## src/rtl/mult_pkg.sv

```systemverilog
// Shared definitions for the shift-add multiplier and the ALU result mux.
// State encodings, default widths and the MULT op code.
package mult_pkg;

  localparam int MULT_WIDTH = 32;
  localparam int MULT_CNT_W = 6;

  typedef enum logic [1:0] {
    IDLE = 2'b00,
    RUN  = 2'b01,
    DONE = 2'b10
  } mult_state_t;

  typedef enum logic [3:0] {
    ALU_AND  = 4'h0,
    ALU_OR   = 4'h1,
    ALU_XOR  = 4'h2,
    ALU_MULT = 4'h3
  } alu_op_t;

  function automatic logic is_mult(input alu_op_t op);
    return op == ALU_MULT;
  endfunction

endpackage

```

## src/rtl/mult32_control.sv

```systemverilog
// Control FSM and iteration counter for mult32_seq.
// Emits load/shift_en strobes plus registered busy/done.
module mult32_control
  import mult_pkg::*;
#(
  parameter int WIDTH = MULT_WIDTH,
  parameter int CNT_W = MULT_CNT_W
) (
  input  logic clk,
  input  logic rst_n,
  input  logic start,
  output logic load,
  output logic shift_en,
  output logic busy,
  output logic done
);

  localparam logic [CNT_W-1:0] LAST = CNT_W'(WIDTH - 1);
  localparam logic [CNT_W-1:0] ONE  = CNT_W'(1);

  mult_state_t      state;
  logic [CNT_W-1:0] cnt;

  assign load     = (state == IDLE) && start;
  assign shift_en = (state == RUN);

  always_ff @(posedge clk) begin
    if (!rst_n) begin
      state <= IDLE;
      cnt   <= '0;
      busy  <= 1'b0;
      done  <= 1'b0;
    end else begin
      done <= 1'b0;
      case (state)
        IDLE: begin
          if (start) begin
            state <= RUN;
            cnt   <= '0;
            busy  <= 1'b1;
          end
        end
        RUN: begin
          cnt <= cnt + ONE;
          // last iteration happens on this edge
          if (cnt == LAST) begin
            state <= DONE;
            done  <= 1'b1;
          end
        end
        DONE: begin
          state <= IDLE;
          busy  <= 1'b0;
        end
        default: begin
          state <= IDLE;
          cnt   <= '0;
          busy  <= 1'b0;
        end
      endcase
    end
  end

endmodule

```

## src/rtl/mult32_seq.sv

```systemverilog
// Multi-cycle unsigned shift-add multiplier, one iteration per clock.
// Holds the M/P registers and the carry-keeping adder.
module mult32_seq
  import mult_pkg::*;
#(
  parameter int WIDTH = MULT_WIDTH,
  parameter int CNT_W = MULT_CNT_W
) (
  input  logic               clk,
  input  logic               rst_n,
  input  logic               start,
  input  logic [WIDTH-1:0]   a,
  input  logic [WIDTH-1:0]   b,
  output logic               busy,
  output logic               done,
  output logic [2*WIDTH-1:0] product
);

  logic               load;
  logic               shift_en;
  logic [WIDTH-1:0]   m_q;
  logic [2*WIDTH-1:0] p_q;
  logic [WIDTH-1:0]   addend;
  logic [WIDTH:0]     sum;

  mult32_control #(
    .WIDTH (WIDTH),
    .CNT_W (CNT_W)
  ) u_ctrl (
    .clk      (clk),
    .rst_n    (rst_n),
    .start    (start),
    .load     (load),
    .shift_en (shift_en),
    .busy     (busy),
    .done     (done)
  );

  always_comb begin
    addend = p_q[0] ? m_q : '0;
    sum    = {1'b0, p_q[2*WIDTH-1:WIDTH]} + {1'b0, addend};
  end

  always_ff @(posedge clk) begin
    if (!rst_n) begin
      m_q <= '0;
      p_q <= '0;
    end else if (load) begin
      m_q <= a;
      p_q <= {{WIDTH{1'b0}}, b};
    end else if (shift_en) begin
      // carry out of the add lands in the product MSB
      p_q <= {sum, p_q[WIDTH-1:1]};
    end
  end

  assign product = p_q;

endmodule

```

## config.mk

```make
export PLATFORM = sky130hd
export DESIGN_NAME = mult32_seq
export DESIGN_NICKNAME = d
export VERILOG_FILES = /design/src/rtl/mult_pkg.sv /design/src/rtl/mult32_control.sv /design/src/rtl/mult32_seq.sv
export SDC_FILE = /design/constraint.sdc
export NUM_CORES = 1
export LEC_CHECK = 0
export BUFFER_PORTS_ARGS = -buffer_cell sky130_fd_sc_hd__buf_2
export CAP_MARGIN = 20
export CORE_MARGIN = 10
export CORE_UTILIZATION = 46
export DETAILED_ROUTE_END_ITERATION = 8
export PLACE_DENSITY = 0.81
export SETUP_SLACK_MARGIN = 0.2
export SYNTH_ARGS = -nofsm -noshare
export SYNTH_HDL_FRONTEND = slang
export SYNTH_SLANG_ARGS = --single-unit
export TNS_END_PERCENT = 10
```

## constraint.sdc

```tcl
create_clock -name clk -period 2.61 [get_ports clk]
set_input_delay 0.783 -clock clk [delete_from_list [all_inputs] [get_ports clk]]
set_output_delay 0.783 -clock clk [all_outputs]
set_load 0.005 [all_outputs]
```

==> results.md <==
- CTS tree: yes
- Ant diodes: 0
- RD Place Congestion: 0.935
- Final slew viol count: 0
- Pwr/cell area: 466 nW/µm²
- CTS max path bufs: 2
- WL final: 19300 µm
- Critical Path Source Type: register
- Syn. warnings: 0
- ANT nets after route: 0
- DIE HEIGHT: 133 µm
- NumNets Final: 1026
- Crit. End Element: register
- Commonest non-fill, non-tap cell in the layout: buf_2
- Layout cells sized above 1: 34.4%
- Least-Margin Pin Slew: 0.465 ns
- Clk slew on worst S/H paths: 0.08 ns
- Number of global-route vias before repair: 6277
- Post-synth top area share: 35.9%
- 1st-iter DRT viols: 412
- Syn Inst Count: 748
- CTS root buf: clkbuf_16
- Reg2reg path depth: 12
- Cell Area, Placed: 7240 µm²
- Setup ws final: -0.172 ns
- Hpwl dp: 13600 µm
- Tcrit/Tclk final: 107%
- Hold path cells: 2
- Final hold vios: 0
- Main synth FF type: dfxtp_1
- Yosys cell types: 63
- Top post-synthesis cells by area: dfxtp_1 (36%), nand2_1 (8.0%), ha_1 (7.0%), a21oi_1 (5.8%), o21ai_0 (5.5%)
- Worst R2R End: product[61]
- Die ar.: 17800 µm²
- Status: finished with violations
- Relative slew slack: 69.0%
- Async SR Flop Fraction: 0%
- Part of the Yosys area used for sequential elements: 35.9%
- Hold endpoint: m_q[31]
- IO Port Bufs: 132
- Remaining DRCs: 0
- Min-delay worst type: register to register
- Rows: 41
- Horiz. Die Dim: 133 µm
- Initial antenna violation count: 0
- Worst endpoint required time: 2.88 ns
- Leading area contributor after synthesis: dfxtp_1
- GR Util All Layers: 20.6%
- Static leakage: 0.00351 µW
- GRT overflow: 0
- Mapped Avg Cell Area: 7.90 µm²
- Synthesized cell area: 5910 µm²
- Fmax achieved: 359 MHz
- First-pass GRT wire length: 30800 µm
- Worst Setup SP: product[0]
- Min-delay src: m_q[31]
- Final design utilization: 63.8%
- Final Critical Period: 2.78 ns
- CP Data Arrival Time: 3.05 ns
- Clock sinks: 106
- CTS Buf Count: 9
- Largest net degree at the start of global routing: 41
- Avg WL per Cell: 17.5 µm
- Failing checks: setup timing
- Area of the core: 12600 µm²
- Io pins: 133
- Max cap viols: 0
- Setup Viol. Count Final: 9
- Number of synthesized flops with an enable pin: 0
- Vias: 6146
- Leading cell types in the layout, fill and taps excluded: buf_2 (132), nand2_1 (124), dfxtp_1 (105), buf_4 (80), a21oi_1 (64)
- # hold bufs at CTS: 0
- Skew-Pair Late Insertion Delay: 0.37 ns
- Via-to-Cell Ratio: 5.58
- Area Overhead vs Synth: 36.2%
- Syn nets: 849
- Clock skew: 0.0122 ns
- TritonRoute pass-1 iters: 5
- Total negative slack: -0.727 ns
- Synth Register Bits: 106
- Hold WS: 0.464 ns
- CP Max Fanout: 5
- Peak supply drop: 0.530 mV
- Starting density of the core: 46.8%
- RSZ-0062 raised after global routing: true
- RR Startpoint: product[0]
- Cell area after layout: 8050 µm²
- R2R setup slack: -0.17 ns
- H-tree levels: 3
- Critical path type: register to register
==> synthesized netlist by cell type (all sizes together), types with 3 or more instances <==
master / number
or2: 3
o21bai: 5
xnor2: 14
a21oi: 69
ha: 33
nor3: 9
xor2: 9
inv: 7
nand4: 12
and4: 3
and2: 34
nand2b: 3
buf: 9
dfxtp: 106
o211ai: 5
and3: 5
a31oi: 3
a21boi: 34
or3: 5
o22ai: 33
nand3: 20
nor2b: 8
a211oi: 5
a22oi: 4
nor2: 27
o21ai: 65
nand2: 127
a21o: 14
clkbuf: 41
or4: 3
==> area by class of cell <==
type / count / area, µm²
fill: 1130 / 4570
multi-input combinational: 585 / 4050
sequential: 106 / 2130
timing repair buffer: 216 / 1320
clock buffer: 9 / 225
tap: 172 / 215
clock inverter: 7 / 82.6
inverter: 7 / 26.3
==> stage by stage <==
| step | setup WS [ns] | total power [µW] | std cells |
|---|---|---|---|
| floorplan | -0.0917 | 2070 | 748 |
| global placement | -0.102 | 2300 | 1075 |
| detailed placement | -0.150 | 2320 | 1075 |
| CTS | -0.131 | 3760 | 1097 |
| global route | -0.314 | 3890 | 1102 |
| finish | -0.172 | 3750 | 1102 |
==> worst max-delay path: stages (launching register included) <==
cell,delay [ns]
dfxtp_4,0.38
buf_12,0.13
and2_4,0.14
ha_4,0.16
fa_2,0.35
a21o_1,0.18
a221o_1,0.38
o211ai_1,0.17
buf_4,0.17
o221a_4,0.21
or4b_4,0.13
mux2i_2,0.19
nand3_1,0.09
==> cells by family (layout without fill, tap and decap cells) <==
kind of cell / count (synthesis) / after routing / share of synthesized area [%]
AND/OR/NAND/NOR: 265 / 265 / 21.7
AO/OA/AOI/OAI: 262 / 262 / 27.6
flip-flops: 106 / 106 / 35.9
buffers and inverters: 57 / 239 / 3.83
adder cells (fa/ha/maj): 34 / 34 / 7.32
XOR/XNOR: 23 / 23 / 3.41
multiplexers: 1 / 1 / 0.169
==> repair_timing <==
| item | 4_1_cts | 5_1_grt |
|---|---|---|
| hold endpoints to repair | 0 | 0 |
| gates cloned | 0 | 0 |
| pin swaps | 22 | 26 |
| endpoints found under the setup margin | 21 | 25 |
| buffers inserted | 6 | 5 |
| gates resized for setup | 37 | 40 |
==> state kept, by name (all words and copies together), names as in the netlist <==
register and cells:
u_ctrl.busy 1, product 64, u_ctrl.state 2, u_ctrl.cnt 6, m_q 32, u_ctrl.done 1
==> where the power goes <==
group | total (µW) | internal (µW) | switching [µW]
sequential | 1770 | 1700 | 67.0
clock | 1420 | 688 | 734
combinational | 561 | 260 | 301
==> how the worst max path moves through the flow <==
stage	to	slack, ns	cells after the start
after detailed placement	product[61]	-0.15	11
after floorplan	product[61]	-0.09	10
after global placement	product[45]	-0.10	10
final	product[61]	-0.17	12
after CTS	product[45]	-0.13	11
after global routing	product[61]	-0.31	12
==> layer usage <==
layer	part of all wire (%)	track usage [%]	wire, µm
met2	46	33.3	8950
met4	2.0	6.71	393
met5	0	0	0
met3	8.2	7.56	1580
met1	43	24.9	8390
(Power assumes the default switching activity.)
